## src/rtl/adder_32bit_sched.sv

```systemverilog
// adder_32bit_sched: two-requester round-robin 32-bit adder built from one shared SLICE_W-bit slice
module adder_32bit_sched #(
  parameter int SLICE_W = 8
) (
  input  logic        clk,
  input  logic        rst_n,
  input  logic        req0_valid,
  output logic        req0_ready,
  input  logic [31:0] req0_a,
  input  logic [31:0] req0_b,
  input  logic        req1_valid,
  output logic        req1_ready,
  input  logic [31:0] req1_a,
  input  logic [31:0] req1_b,
  output logic        resp_valid,
  input  logic        resp_ready,
  output logic        resp_id,
  output logic [31:0] resp_sum,
  output logic        resp_cout,
  output logic        busy
);
  localparam int NSLICE = 32 / SLICE_W;

  if (SLICE_W != 8 && SLICE_W != 16) begin : g_bad_width
    $error("adder_32bit_sched: SLICE_W must be 8 or 16");
  end

  typedef enum logic [1:0] {IDLE, ADD, DONE} state_t;

  state_t      state_q, state_d;
  logic [31:0] a_q, a_d, b_q, b_d, sum_q, sum_d;
  logic [1:0]  cnt_q, cnt_d;
  logic        carry_q, carry_d, id_q, id_d, last_q, last_d;
  logic        grant1, accept;
  logic [SLICE_W:0] slice_res;

  // Operands shift right one slice per ADD cycle, so the shared adder always sees the low slice.
  assign slice_res = {1'b0, a_q[SLICE_W-1:0]} + {1'b0, b_q[SLICE_W-1:0]} + {{SLICE_W{1'b0}}, carry_q};

  // Round-robin grant: requester 1 wins when alone or when requester 0 was served last.
  always_comb begin
    grant1     = req1_valid && (!req0_valid || !last_q);
    req0_ready = (state_q == IDLE) && req0_valid && !grant1;
    req1_ready = (state_q == IDLE) && grant1;
    accept     = (req0_valid && req0_ready) || (req1_valid && req1_ready);
  end

  // Next-state: latch on accept, one slice per ADD cycle, hold in DONE until consumed.
  always_comb begin
    state_d = state_q;
    a_d     = a_q;
    b_d     = b_q;
    sum_d   = sum_q;
    cnt_d   = cnt_q;
    carry_d = carry_q;
    id_d    = id_q;
    last_d  = last_q;
    if (state_q == IDLE && accept) begin
      a_d     = grant1 ? req1_a : req0_a;
      b_d     = grant1 ? req1_b : req0_b;
      id_d    = grant1;
      sum_d   = '0;
      cnt_d   = '0;
      carry_d = 1'b0;
      state_d = ADD;
    end
    if (state_q == ADD) begin
      a_d     = a_q >> SLICE_W;
      b_d     = b_q >> SLICE_W;
      sum_d   = {slice_res[SLICE_W-1:0], sum_q[31:SLICE_W]};
      carry_d = slice_res[SLICE_W];
      cnt_d   = cnt_q + 2'd1;
      state_d = (cnt_q == 2'(NSLICE - 1)) ? DONE : ADD;
    end
    if (state_q == DONE && resp_ready) begin
      state_d = IDLE;
      last_d  = id_q;
    end
  end

  // State registers; reset discards any operation and favours requester 0.
  always_ff @(posedge clk or negedge rst_n) begin
    if (!rst_n) begin
      state_q <= IDLE;
      a_q     <= '0;
      b_q     <= '0;
      sum_q   <= '0;
      cnt_q   <= '0;
      carry_q <= 1'b0;
      id_q    <= 1'b0;
      last_q  <= 1'b1;
    end else begin
      state_q <= state_d;
      a_q     <= a_d;
      b_q     <= b_d;
      sum_q   <= sum_d;
      cnt_q   <= cnt_d;
      carry_q <= carry_d;
      id_q    <= id_d;
      last_q  <= last_d;
    end
  end

  assign resp_valid = (state_q == DONE);
  assign busy       = (state_q != IDLE);
  assign resp_id    = id_q;
  assign resp_sum   = sum_q;
  assign resp_cout  = carry_q;
endmodule

```

## config.mk

```make
export PLATFORM = sky130hd
export DESIGN_NAME = adder_32bit_sched
export DESIGN_NICKNAME = d
export VERILOG_FILES = /design/src/rtl/adder_32bit_sched.sv
export SDC_FILE = /design/constraint.sdc
export NUM_CORES = 1
export LEC_CHECK = 0
export CORE_ASPECT_RATIO = 0.6
export CORE_MARGIN = 2
export CORE_UTILIZATION = 42
export DETAILED_ROUTE_END_ITERATION = 10
export MAX_ROUTING_LAYER = met4
export PLACE_DENSITY = 0.74
export SYNTH_ARGS = -nofsm -noshare
export SYNTH_HDL_FRONTEND = slang
export SYNTH_SLANG_ARGS = --single-unit
```

## constraint.sdc

```tcl
create_clock -name clk -period 1.9 [get_ports clk]
set_input_delay 0.38 -clock clk [delete_from_list [all_inputs] [get_ports clk]]
set_output_delay 0.38 -clock clk [all_outputs]
set_load 0.02 [all_outputs]
```

==> impl_metrics.yaml <==
power:
  power_w: 0.004759
  ir_worst_vdd_v: 0.0004130
  p_per_area_mw_per_mm2: 619.2
  p_leak_nw: 3.512
setup_path:
  cp_max_fo: 2
  reg2reg_from: "b_q[0]"
  arrival_ps: 2280
  cp-end-kind: "flip-flop"
  rr_endpoint: "resp_sum[30]"
  worst_path_max_delay_cell: "dfrtp_1"
  crit_top_cell: "fa_2"
  criticalPathCategory: "flip-flop to flip-flop"
  slowest_delay_ps: 420
  cp_cell_sequence: "fa_2, inv_2, fa_2, nor2b_2, o21ai_2, a21oi_2, or3_1, a32o_1"
  cp-start-kind: "flip-flop"
  rrSetupSlack_ps: -140
  reg2reg_depth: 8
  worstPathRequired_ps: 2140
yosys:
  synth_flop_cell: "dfrtp_1"
  synthesis.area_mm2: 0.005140
  yosysSeqAreaShare_pct: 50.17
  synth-async-reset-ratio_pct: 100.0
  synth_edf_count: 0
  syn_avg_cell_area_um2: 9.662
  ys_types: 35
  synth_top_area_share_pct: 49.66
  synth-seq-cells: 103
  synthTopCellsByArea: "dfrtp_1 50%, mux2i_1 12%, o21ai_1 7.2%"
  synth_area_leader_cell: "dfrtp_1"
  ys_warn_count: 0
  synth_nets: 675
  syn_inst: 532
global_routing:
  grt_pass1_wl_um: 22080
  antenna_found_initial: 0
  grt_pass1_vias: 4456
  gr-usage-all-layers_pct: 22.37
  overflow: 0
  grt_max_degree: 52
drt:
  dr.pass1.iters: 4
  dr_total_vias: 4502
  vias_per_cell: 5.093
  routedWlPerCell_um: 15.76
  drt_iter0_markers: 228
  drc: 0
  routed_wl_um: 13930
  final_antenna_net_count: 0
flow_run:
  maxCapViolations: 0
clock_tree:
  path_clk_slew_ps: 70
  insertion_delay_ps: 350
  clock-sinks: 103
  cts_tree: "done"
  clockRootBuffer: "clkbuf_16"
  hold_buffers: 0
  clockBufferDepth: 2
  htree_levels: 3
  numCtsBuffers: 9
timing:
  finalHoldViolCount: 8
  worst_clock_skew_ps: 9.301
  tightest_slew_ps: 500.3
  period_needed_ps: 2037
  maxSlewHeadroom_pct: 66.65
  setup_viol: 3
  whs_ps: -12.74
  layout_setup_ws_ps: -137.1
  rsz0062_at_grt: "true"
  finalMaxSlewViolations: 0
  finalCritPeriodShare_pct: 107.2
  fmax_ghz: 0.4909
floorplan:
  rows: 31
  die_x_um: 146.8
  initial_core_util_pct: 42.89
  ios: 171
  die_height_um: 89.69
  die_area_mm2: 0.01317
  core-area_mm2: 0.01199
cells_and_area:
  diodes: 0
  drive_gt1_share_pct: 10.71
  area_delta_synth_final_pct: 49.51
  fin_nets: 857
place:
  dp.final_hpwl_um: 10430
  port_buffers: 170
  place.gp.congestion: 0.8423
min_path:
  hp-class: "primary input to asynchronous set/reset pin"
outcome:
  violations: "negative hold slack, negative setup slack"
  outcome: "finished with violations"
-- worst max-delay path, delay by kind of cell (launching register included) --
kind | cells | cell delay (ps)
adders and majority gates | 2 | 630
AOI/OAI and AO/OA | 3 | 470
DFF | 1 | 420
and+or+nand+nor | 2 | 360
buffers and inverters | 1 | 70
-- area by class of cell --
type | count | area, um^2
Timing Repair Buffer | 209 | 2136
Clock inverter | 7 | 100.1
Sequential cell | 103 | 2580
Fill cell | 954 | 4300
Multi-Input combinational cell | 385 | 2415
Tap cell | 165 | 206.4
Inverter | 6 | 22.52
Clock buffer | 9 | 225.2
-- synthesized netlist by cell type, types with 2 or more instances --
cell type  number
a211oi_1        2
a21o_1          2
a21oi_1        51
a22o_1         26
buf_1           2
buf_2          19
buf_4           3
buf_6           3
clkbuf_1       11
dfrtp_1       102
fa_1            2
ha_1            8
inv_1           5
mux2i_1        64
nand2_1        76
nor2_1         54
nor2b_1         2
nor3_1          2
o21ai_0         7
o21ai_1        74
xor2_1          3
-- sequential cells by signal, summed over array words and instances (netlist names) --
name	cells
state_q	2
last_q	1
b_q	32
resp_id	1
resp_cout	1
resp_sum	32
cnt_q	2
a_q	32
-- power breakdown --
part | switching, W | internal, W
clock | 0.000821 | 0.00117
combinational | 0.000215 | 0.000363
sequential | 0 | 0.00219
total | 0.00104 | 0.00372
-- layer usage --
metal	GRT usage (%)	part of all wire [%]	up-vias
met5	-	0	-
met4	5.560	1.1	0
met3	5.152	5.2	11
met2	35.42	46	126
met1	29.67	47	2139
li1	-	-	2226
-- cell families after synthesis --
logic type	count (synthesis)	share of synthesized area [%]
AND/OR/NAND/NOR	137	10.30
multiplexers	65	12.68
adder cells (fa/ha/maj)	10	2.726
buffers and inverters	44	4.333
XOR/XNOR	4	0.6817
AO/OA/AOI/OAI	169	19.11
flip-flops	103	50.17
-- cells in the final DEF (no fill, tap or decap), drive strengths merged, types with 2 or more instances in the layout --
| cell | instances |
|---|---|
| nor2 | 54 |
| xor2 | 3 |
| a211oi | 2 |
| inv | 9 |
| clkinv | 2 |
| a21oi | 51 |
| a21o | 2 |
| o21ai | 81 |
| dfrtp | 102 |
| nand2 | 76 |
| nor3 | 2 |
| a22o | 26 |
| nor2b | 2 |
| ha | 8 |
| clkdlybuf4s50 | 165 |
| fa | 2 |
| mux2i | 64 |
| buf | 39 |
| clkbuf | 12 |
| bufinv | 2 |
-- worst max-delay path by stage --
stage,slack (ps),startpoint,cells past startpoint,endpoint
after floorplan,-90,resp_cout,8,resp_sum[30]
after global placement,-300,req0_valid,4,req1_ready
after detailed placement,-340,req0_valid,4,req1_ready
after CTS,-150,resp_cout,8,resp_sum[30]
after global routing,-240,b_q[0],8,resp_sum[30]
final,-140,b_q[0],8,resp_sum[30]
-- through the flow --
stage	util, %	setup slack, ps	instance area [um^2]	TNS [ps]	std cells
after floorplan	-	-93.94	5146	-93.94	532
after global placement	60.50	-296.1	7251	-8291	864
after detailed placement	60.50	-340.2	7251	-12950	864
after CTS	63.44	-148.1	7604	-175.7	881
after global routing	64.12	-238.5	7685	-727.9	884
final	64.12	-137.1	7685	-235.2	884
-- repair_timing --
item,CTS,global route
buffers inserted,1,2
pin swaps,8,14
gates cloned,0,2
setup endpoints to repair,8,14
gates resized for setup,13,11
No activity file was read; power rests on OpenSTA's default activity.
